===== config.mk =====
export PLATFORM = sky130hd
export DESIGN_NAME = fetch_ctrl_flat
export DESIGN_NICKNAME = d
export VERILOG_FILES = /design/src/rtl/fetch_ctrl_pkg.sv /design/src/rtl/fetch_ctrl_if.sv /design/src/rtl/fetch_ctrl.sv /design/src/flat_wrapper.sv
export SDC_FILE = /design/constraint.sdc
export NUM_CORES = 1
export LEC_CHECK = 0
export CORE_ASPECT_RATIO = 0.9
export CORE_MARGIN = 2
export CORE_UTILIZATION = 25
export DETAILED_ROUTE_END_ITERATION = 12
export GPL_TIMING_DRIVEN = 0
export PLACE_DENSITY = 0.61
export SLEW_MARGIN = 25
export SYNTH_ARGS = -nofsm -noshare
export SYNTH_HDL_FRONTEND = slang
export SYNTH_SLANG_ARGS = --single-unit

===== constraint.sdc =====
create_clock -name clk -period 3.2 [get_ports clk]
set_input_delay 0.64 -clock clk [delete_from_list [all_inputs] [get_ports clk]]
set_output_delay 0.64 -clock clk [all_outputs]
set_load 0.05 [all_outputs]

===== src/rtl/fetch_ctrl_pkg.sv =====
// Shared constants and types for the instruction fetch controller.
//   XLEN / BIOS_AW / IMEM_AW : PC and memory word-address widths
//   BIOS_SEL_BIT             : PC bit selecting BIOS (1) or IMEM (0)
//   NOP_INST                 : bubble instruction (addi x0,x0,0)
//   RESET_PC_DEFAULT         : default first fetch address
//   fetch_state_e            : fetch FSM states
package fetch_pkg;

  localparam int unsigned XLEN         = 32;
  localparam int unsigned BIOS_AW      = 12;
  localparam int unsigned IMEM_AW      = 14;
  localparam int unsigned BIOS_SEL_BIT = 30;

  localparam logic [XLEN-1:0] NOP_INST         = 32'h0000_0013;
  localparam logic [XLEN-1:0] RESET_PC_DEFAULT = 32'h4000_0000;

  // BUBBLE: nothing valid presented; RUN: live memory data presented;
  // HOLD: a stalled instruction replayed from the hold register.
  typedef enum logic [1:0] {
    BUBBLE = 2'd0,
    RUN    = 2'd1,
    HOLD   = 2'd2
  } fetch_state_e;

endpackage


===== src/rtl/fetch_ctrl_if.sv =====
// Fetch controller bus bundle: pipeline control in, memory ports, decode-side
// instruction out.
//   master : the fetch controller side
//   slave  : the surrounding pipeline / memories side
//   stall, redirect_valid, redirect_pc : pipeline control
//   bios_addr, bios_dout, imem_addr, imem_dout : synchronous-read memories
//   inst, inst_pc, inst_valid : instruction presented to decode
interface fetch_ctrl_if;
  import fetch_pkg::*;

  logic                stall;
  logic                redirect_valid;
  logic [XLEN-1:0]     redirect_pc;
  logic [BIOS_AW-1:0]  bios_addr;
  logic [IMEM_AW-1:0]  imem_addr;
  logic [XLEN-1:0]     bios_dout;
  logic [XLEN-1:0]     imem_dout;
  logic [XLEN-1:0]     inst;
  logic [XLEN-1:0]     inst_pc;
  logic                inst_valid;

  modport master (
    input  stall, redirect_valid, redirect_pc, bios_dout, imem_dout,
    output bios_addr, imem_addr, inst, inst_pc, inst_valid
  );

  modport slave (
    output stall, redirect_valid, redirect_pc, bios_dout, imem_dout,
    input  bios_addr, imem_addr, inst, inst_pc, inst_valid
  );

endinterface


===== src/rtl/fetch_ctrl.sv =====
// Instruction fetch controller: issues word addresses to BIOS and IMEM
// (both 1-cycle synchronous read), muxes the returning word by the source of
// its own address, holds the presented instruction across stalls and inserts
// a single bubble after each redirect.
//   clk  : clock, rising edge
//   rst  : asynchronous active-high reset
//   ifc  : fetch_ctrl_if.master (control in, memory ports, inst/inst_pc/inst_valid out)
// Outputs depend only on registered state and the memory read data.
module fetch_ctrl #(
  parameter logic [31:0] RESET_PC = fetch_pkg::RESET_PC_DEFAULT,
  parameter logic [31:0] NOP_INST = fetch_pkg::NOP_INST
) (
  input  logic          clk,
  input  logic          rst,
  fetch_ctrl_if.master  ifc
);
  import fetch_pkg::*;

  fetch_state_e     state_q, state_d;
  logic [XLEN-1:0]  fetch_pc_q, fetch_pc_d;
  logic [XLEN-1:0]  inst_pc_q, inst_pc_d;
  logic             src_bios_q, src_bios_d;
  logic [XLEN-1:0]  hold_inst_q, hold_inst_d;

  logic [XLEN-1:0]  live_inst_c;
  logic [XLEN-1:0]  redirect_tgt_c;
  logic [XLEN-1:0]  inst_c;
  logic             inst_valid_c;

  // Word returning this cycle, selected by the source of the address that fetched it
  assign live_inst_c    = src_bios_q ? ifc.bios_dout : ifc.imem_dout;
  assign redirect_tgt_c = ifc.redirect_pc & 32'hFFFF_FFFC;

  // State and datapath registers
  always_ff @(posedge clk or posedge rst) begin
    if (rst) begin
      state_q     <= BUBBLE;
      fetch_pc_q  <= RESET_PC;
      inst_pc_q   <= RESET_PC;
      src_bios_q  <= RESET_PC[BIOS_SEL_BIT];
      hold_inst_q <= NOP_INST;
    end else begin
      state_q     <= state_d;
      fetch_pc_q  <= fetch_pc_d;
      inst_pc_q   <= inst_pc_d;
      src_bios_q  <= src_bios_d;
      hold_inst_q <= hold_inst_d;
    end
  end

  // Next state: redirect beats stall; stall freezes everything except RUN->HOLD capture
  always_comb begin
    state_d     = state_q;
    fetch_pc_d  = fetch_pc_q;
    inst_pc_d   = inst_pc_q;
    src_bios_d  = src_bios_q;
    hold_inst_d = hold_inst_q;

    if (ifc.redirect_valid) begin
      // In-flight and held words are dropped; target is issued next cycle from BUBBLE
      state_d     = BUBBLE;
      fetch_pc_d  = redirect_tgt_c;
      src_bios_d  = fetch_pc_q[BIOS_SEL_BIT];
      hold_inst_d = NOP_INST;
    end else if (!ifc.stall) begin
      // The memory samples fetch_pc on this edge, so its select travels with it
      state_d    = RUN;
      fetch_pc_d = fetch_pc_q + 32'd4;
      inst_pc_d  = fetch_pc_q;
      src_bios_d = fetch_pc_q[BIOS_SEL_BIT];
    end else begin
      case (state_q)
        RUN: begin
          // fetch_pc is frozen, so next cycle's read data is not this word: keep a copy
          state_d     = HOLD;
          hold_inst_d = live_inst_c;
        end
        default: begin
          state_d = state_q;
        end
      endcase
    end
  end

  // Presented instruction
  always_comb begin
    inst_c       = NOP_INST;
    inst_valid_c = 1'b0;
    case (state_q)
      RUN: begin
        inst_c       = live_inst_c;
        inst_valid_c = 1'b1;
      end
      HOLD: begin
        inst_c       = hold_inst_q;
        inst_valid_c = 1'b1;
      end
      default: begin
        inst_c       = NOP_INST;
        inst_valid_c = 1'b0;
      end
    endcase
  end

  assign ifc.bios_addr  = fetch_pc_q[BIOS_AW+1:2];
  assign ifc.imem_addr  = fetch_pc_q[IMEM_AW+1:2];
  assign ifc.inst       = inst_c;
  assign ifc.inst_valid = inst_valid_c;
  assign ifc.inst_pc    = inst_pc_q;

endmodule

===== src/flat_wrapper.sv =====
// flat-port wrapper written by rule: the top's interface ports become plain ports
module fetch_ctrl_flat import fetch_pkg::*;
#(
  parameter logic [31:0] RESET_PC = fetch_pkg::RESET_PC_DEFAULT,
  parameter logic [31:0] NOP_INST = fetch_pkg::NOP_INST
)
  (clk, rst, ifc_stall, ifc_redirect_valid, ifc_redirect_pc, ifc_bios_dout, ifc_imem_dout, ifc_bios_addr, ifc_imem_addr, ifc_inst, ifc_inst_pc, ifc_inst_valid);
  fetch_ctrl_if ifc_i ();
  input  logic clk;
  input  logic rst;
  input wire logic [$bits(ifc_i.stall)-1:0] ifc_stall;
  input wire logic [$bits(ifc_i.redirect_valid)-1:0] ifc_redirect_valid;
  input wire logic [$bits(ifc_i.redirect_pc)-1:0] ifc_redirect_pc;
  input wire logic [$bits(ifc_i.bios_dout)-1:0] ifc_bios_dout;
  input wire logic [$bits(ifc_i.imem_dout)-1:0] ifc_imem_dout;
  output wire logic [$bits(ifc_i.bios_addr)-1:0] ifc_bios_addr;
  output wire logic [$bits(ifc_i.imem_addr)-1:0] ifc_imem_addr;
  output wire logic [$bits(ifc_i.inst)-1:0] ifc_inst;
  output wire logic [$bits(ifc_i.inst_pc)-1:0] ifc_inst_pc;
  output wire logic [$bits(ifc_i.inst_valid)-1:0] ifc_inst_valid;
  assign ifc_i.stall = ifc_stall;
  assign ifc_i.redirect_valid = ifc_redirect_valid;
  assign ifc_i.redirect_pc = ifc_redirect_pc;
  assign ifc_i.bios_dout = ifc_bios_dout;
  assign ifc_i.imem_dout = ifc_imem_dout;
  assign ifc_bios_addr = ifc_i.bios_addr;
  assign ifc_imem_addr = ifc_i.imem_addr;
  assign ifc_inst = ifc_i.inst;
  assign ifc_inst_pc = ifc_i.inst_pc;
  assign ifc_inst_valid = ifc_i.inst_valid;
  fetch_ctrl #(.RESET_PC(RESET_PC), .NOP_INST(NOP_INST)) u_core (.clk(clk), .rst(rst), .ifc(ifc_i));
endmodule

After elaboration in Yosys (flattened, before gate mapping)
Cells that the tools add are included.
{ "word_totals": {"ff_bits": 99, "in_bits": 100, "out_inout_bits": 91, "word_cells": 30} }
{ "classes": {"bitwise_logic": 2, "eq_ne": 4, "mux": 13, "add_sub_neg": 1, "reduce_logical": 5} }
{ "ops": {"columns": ["cell", "n"], "rows": [
  ["32-bit 2-to-1 mux", 6],
  ["32-bit one-hot mux with 2 select lines", 1],
  ["32-bit by 3-bit adder with 32-bit output (second input constant)", 1],
  ["2-bit 2-to-1 mux", 3],
  ["2-bit AND reduction", 2],
  ["2-bit nonzero test", 2],
  ["1-bit 2-to-1 mux", 3],
  ["3-bit by 1-bit != test with 1-bit output (second input constant)", 1],
  ["2-bit by 1-bit == test with 1-bit output (second input constant)", 1],
  ["2-bit == test (second input constant)", 1],
  ["2-bit by 1-bit != test with 1-bit output (second input constant)", 1],
  ["1-bit NOT", 2],
  ["2-bit OR reduction", 1]
]} }

Logic depth before layout (Yosys ltp)
{ "depth": {"ltp_word": 4, "depth_mapped": 6} }

Worst setup path before layout
No wires, ideal clock.
{ "synth_timing": {"kind": "register to output", "from": "reg u_core.src_bios_q", "to": "out ifc_inst[10]", "stages_incl_launch_ff": 6, "required_ns": 2.560, "arrival_time_ns": 2.097, "setup_slack_ns": 0.463, "n_path_buf": 2, "cell_sequence": "dfstp_2 -> clkbuf_1 -> clkbuf_1 -> mux2_2 -> nand2_1 -> a21oi_1"} }
{ "synth_between": {"elab_chain_len": 2} }
{ "synth_rtl": {"columns": ["element", "line_no", "text"], "rows": [
  ["start: declaration", "fetch_ctrl.sv:22", "logic src_bios_q, src_bios_d;"],
  ["start signal: assignment", "fetch_ctrl.sv:40", "src_bios_q <= RESET_PC[BIOS_SEL_BIT];"],
  ["start signal: assignment", "fetch_ctrl.sv:46", "src_bios_q <= src_bios_d;"],
  ["32-bit 2-to-1 mux", "fetch_ctrl.sv:31", "assign live_inst_c = src_bios_q ? ifc.bios_dout : ifc.imem_dout;"],
  ["32-bit one-hot mux with 2 select lines", "fetch_ctrl.sv:89", "case (state_q)"],
  ["end: declaration", "flat_wrapper.sv:18", "output wire logic [$bits(ifc_i.inst)-1:0] ifc_inst;"]
]} }
No other way between the ends.

Final worst setup path
{ "layout_timing": {"from": "reg u_core.src_bios_q", "to": "out ifc_inst[1]"} }
The elaborated chain is that of the path after synthesis.

==> reports/metrics.cfg <==
[outcome]
outcome = finished clean

[timing]
finalSetupViolations = 0
min_tclk_post_route_ps = 3056
final_hold_viol_count = 0
period_share = 0.9549
worst_slew_pin_slew_ps = 640.4
final-max-slew-violation-count = 0
slew-limit-headroom = 0.5731
finalHoldWorstSlack_ps = 481.2
clock-skew-final_ps = 8.779
setup_repair_after_global_routing_missed_its_margin = false
max_clock_freq_mhz = 327.2

[yosys]
netlist_area_mm2 = 0.005187
synth_async_sr_flop_share = 1.000
dominantRegCellSynth = sky130_fd_sc_hd__dfrtp_1
synth_cells = 554
synth.ff_latch_count = 95
synth_cell_type_count = 42
seq_area_frac_synth = 0.4597
yosysWarnings = 0
syn-mean-instance-area_um2 = 9.364
count_of_flip_flops_with_a_built_in_enable_after_synthesis = 0

[floorplanning]
core.rowCount = 49
design.core.area_mm2 = 0.02017
ios = 191
die_area_mm2 = 0.02192
floorplan.initialDensity = 0.2572
die_height_um = 140.7
floorplan.die.width_um = 155.8

[worst_hold_path]
worst_min_delay_path_category = reg -> reg
holdCritStartpoint = u_core.hold_inst_q[22]

[clock_network]
cts_buffer_depth = 2
path_clk_slew_ps = 70
cts_sinks = 95
root_buffer = sky130_fd_sc_hd__clkbuf_16
postCtsSetupRepairBufs = 0
htree_levels = 3
tritoncts.num_buffers = 9
worst_skew_pair_later_pin_latency_ps = 350
clock_tree_from_tritoncts = done

[final_layout]
ratio_of_cells_with_drive_above_1_in_the_final_layout = 0.1984
final_nets = 854
mostFrequentLayoutCell = sky130_fd_sc_hd__clkdlybuf4s50_1
antennaDiodeCount = 0
fill_cell_total_of_the_finished_layout = 2057
commonest_non_fill_non_tap_cells_in_the_layout = sky130_fd_sc_hd__clkdlybuf4s50_1 (155), sky130_fd_sc_hd__nand2_1 (116), sky130_fd_sc_hd__dfrtp_1 (89)
area_growth_syn_to_layout_pct = 47.59

[detailed_routing]
drcViolationCount = 0
wl_per_cell_um = 16.32
routed_via_density = 4.717
antenna_violating_nets_post_route = 0
drt_wl_total_mm = 16.50
route.vias.total = 4769
drt_first_iter_violations = 283
firstDrtPassIters = 4

[global_route]
global_route.usage.total = 0.1534
grt_first_pass_wirelength_mm = 26.24
grt_remaining_overflow = 0
grt_antenna_before_repair = 0
grt_start_max_net_pins = 70
use_met3 = 0.04365
gr-usage-met1 = 0.2137
routing_usage_on_met2 = 0.2373
global_route.peak_usage_layer = met2
first_global_vias = 4712

[placed_design]
gp_congestion = 0.7968
io_buffer_count = 185
post-dp-hpwl_mm = 12.24

[pwr]
leakagePower_nw = 2.995
vdd.ir_drop.worst_mv = 0.2500
power.total_mw = 3.807
power_per_cell_area_mw_per_mm2 = 497.3

[job]
timing.max_cap.violations = 0

[setup_path]
worstPathMaxFanout = 6
criticalPathCategory = reg -> out
reg2reg_from = u_core.fetch_pc_q[2]
critPathLaunchType = flip-flop
timing.critical_path.from = u_core.src_bios_q
endpoint_kind = output port
worst-endpoint-required_ps = 2560
critical_path_arrival_ps = 2420

[path summary, 6_finish.rpt]
| path | end | cells after the start | slack [ps] |
|---|---|---|---|
| worst max-delay path | ifc_inst[1] | 3 | 140 |
| worst min-delay path | u_core.hold_inst_q[22] | 2 | 480 |
| worst max register to register | u_core.fetch_pc_q[18] | 6 | 740 |
| worst min register to register | u_core.hold_inst_q[22] | 2 | 480 |
| max in group asynchronous | u_core.hold_inst_q[1] | 3 | 1900 |
| min in group asynchronous | u_core.ifc.inst_pc[22] | 2 | 620 |
[repair_timing]
item / CTS / global route
endpoints found under the setup margin: 32 / 25
gates resized for setup: 62 / 18
hold buffers: 0 / 0
[routing by layer]
| metal | share of wire | wire, um |
|---|---|---|
| met4 | 0.0090 | 148 |
| met1 | 0.46 | 7629 |
| met5 | 0 | 0 |
| met2 | 0.46 | 7513 |
| met3 | 0.073 | 1206 |
[cell usage after synthesis (6+ instances only)]
cell,n,area share
sky130_fd_sc_hd__a21oi_1,33,0.032
sky130_fd_sc_hd__a31oi_1,14,0.017
sky130_fd_sc_hd__buf_4,28,0.041
sky130_fd_sc_hd__clkbuf_1,34,0.025
sky130_fd_sc_hd__dfrtp_1,89,0.43
sky130_fd_sc_hd__dfstp_2,6,0.030
sky130_fd_sc_hd__inv_1,7,0.0051
sky130_fd_sc_hd__mux2_2,63,0.14
sky130_fd_sc_hd__nand2_1,116,0.084
sky130_fd_sc_hd__nand3_1,14,0.014
sky130_fd_sc_hd__nand4_1,10,0.012
sky130_fd_sc_hd__nor2_1,21,0.015
sky130_fd_sc_hd__o21ai_0,45,0.043
sky130_fd_sc_hd__o31ai_1,12,0.017
sky130_fd_sc_hd__or4_1,11,0.016
sky130_fd_sc_hd__xnor2_1,6,0.010
sky130_fd_sc_hd__xor2_1,7,0.012
[cell type report]
cell class                      instances  area (um2)  share of cell area
Timing Repair Buffer                  186        1852              0.2419
Inverter                                7       31.28            0.004086
Clock inverter                          7       55.05            0.007191
Tap cell                              255       319.1             0.04167
Buffer                                 65       365.4             0.04772
Multi-Input combinational cell        387        2424              0.3166
Sequential cell                        95        2385              0.3115
Clock buffer                            9       225.2             0.02942
[worst max-delay path: stages, from the launching register on]
cell                              delay (ps)
sky130_fd_sc_hd__dfstp_2                 620
sky130_fd_sc_hd__mux2_2                  380
sky130_fd_sc_hd__a221o_1                 330
sky130_fd_sc_hd__clkdlybuf4s50_1         730
[sequential cells by signal, indices dropped and copies added (netlist names)]
name / count
u_core.fetch_pc_q: 30
u_core.hold_inst_q: 32
u_core.state_q: 2
u_core.src_bios_q: 1
u_core.ifc.inst_pc: 30
[kinds of logic (layout without fill, tap and decap cells)]
logic type	after synthesis	in the layout	synth area share
fa+ha+maj	3	3	0.007237
mux	64	64	0.1387
simple gates	193	193	0.1746
xor+xnor	13	13	0.02195
flops	95	95	0.4597
compound gates	112	112	0.1233
other cells	1	2	0.0007229
buf+inv	73	274	0.07380
[power by group]
part	total, mW	leakage (nW)	internal (mW)	switching (mW)
logic	1.31	1.69	0.527	0.780
clock network	1.04	0.138	0.537	0.504
registers	1.46	1.16	1.34	0.124
[stage by stage]
stage                 util  setup TNS (ps)  std cells  cell area (um2)  setup slack (ps)
finish              0.3796               0       1011             7656             144.2
global route        0.3796               0       1011             7656             6.309
CTS                 0.3805               0       1011             7675             6.464
detailed placement  0.3666           -6986        996             7395            -422.1
global placement    0.3650         -159390        995             7362             -1683
floorplan                -               0        555             5191             92.91
Note: power is estimated with default switching activity, not from simulation.
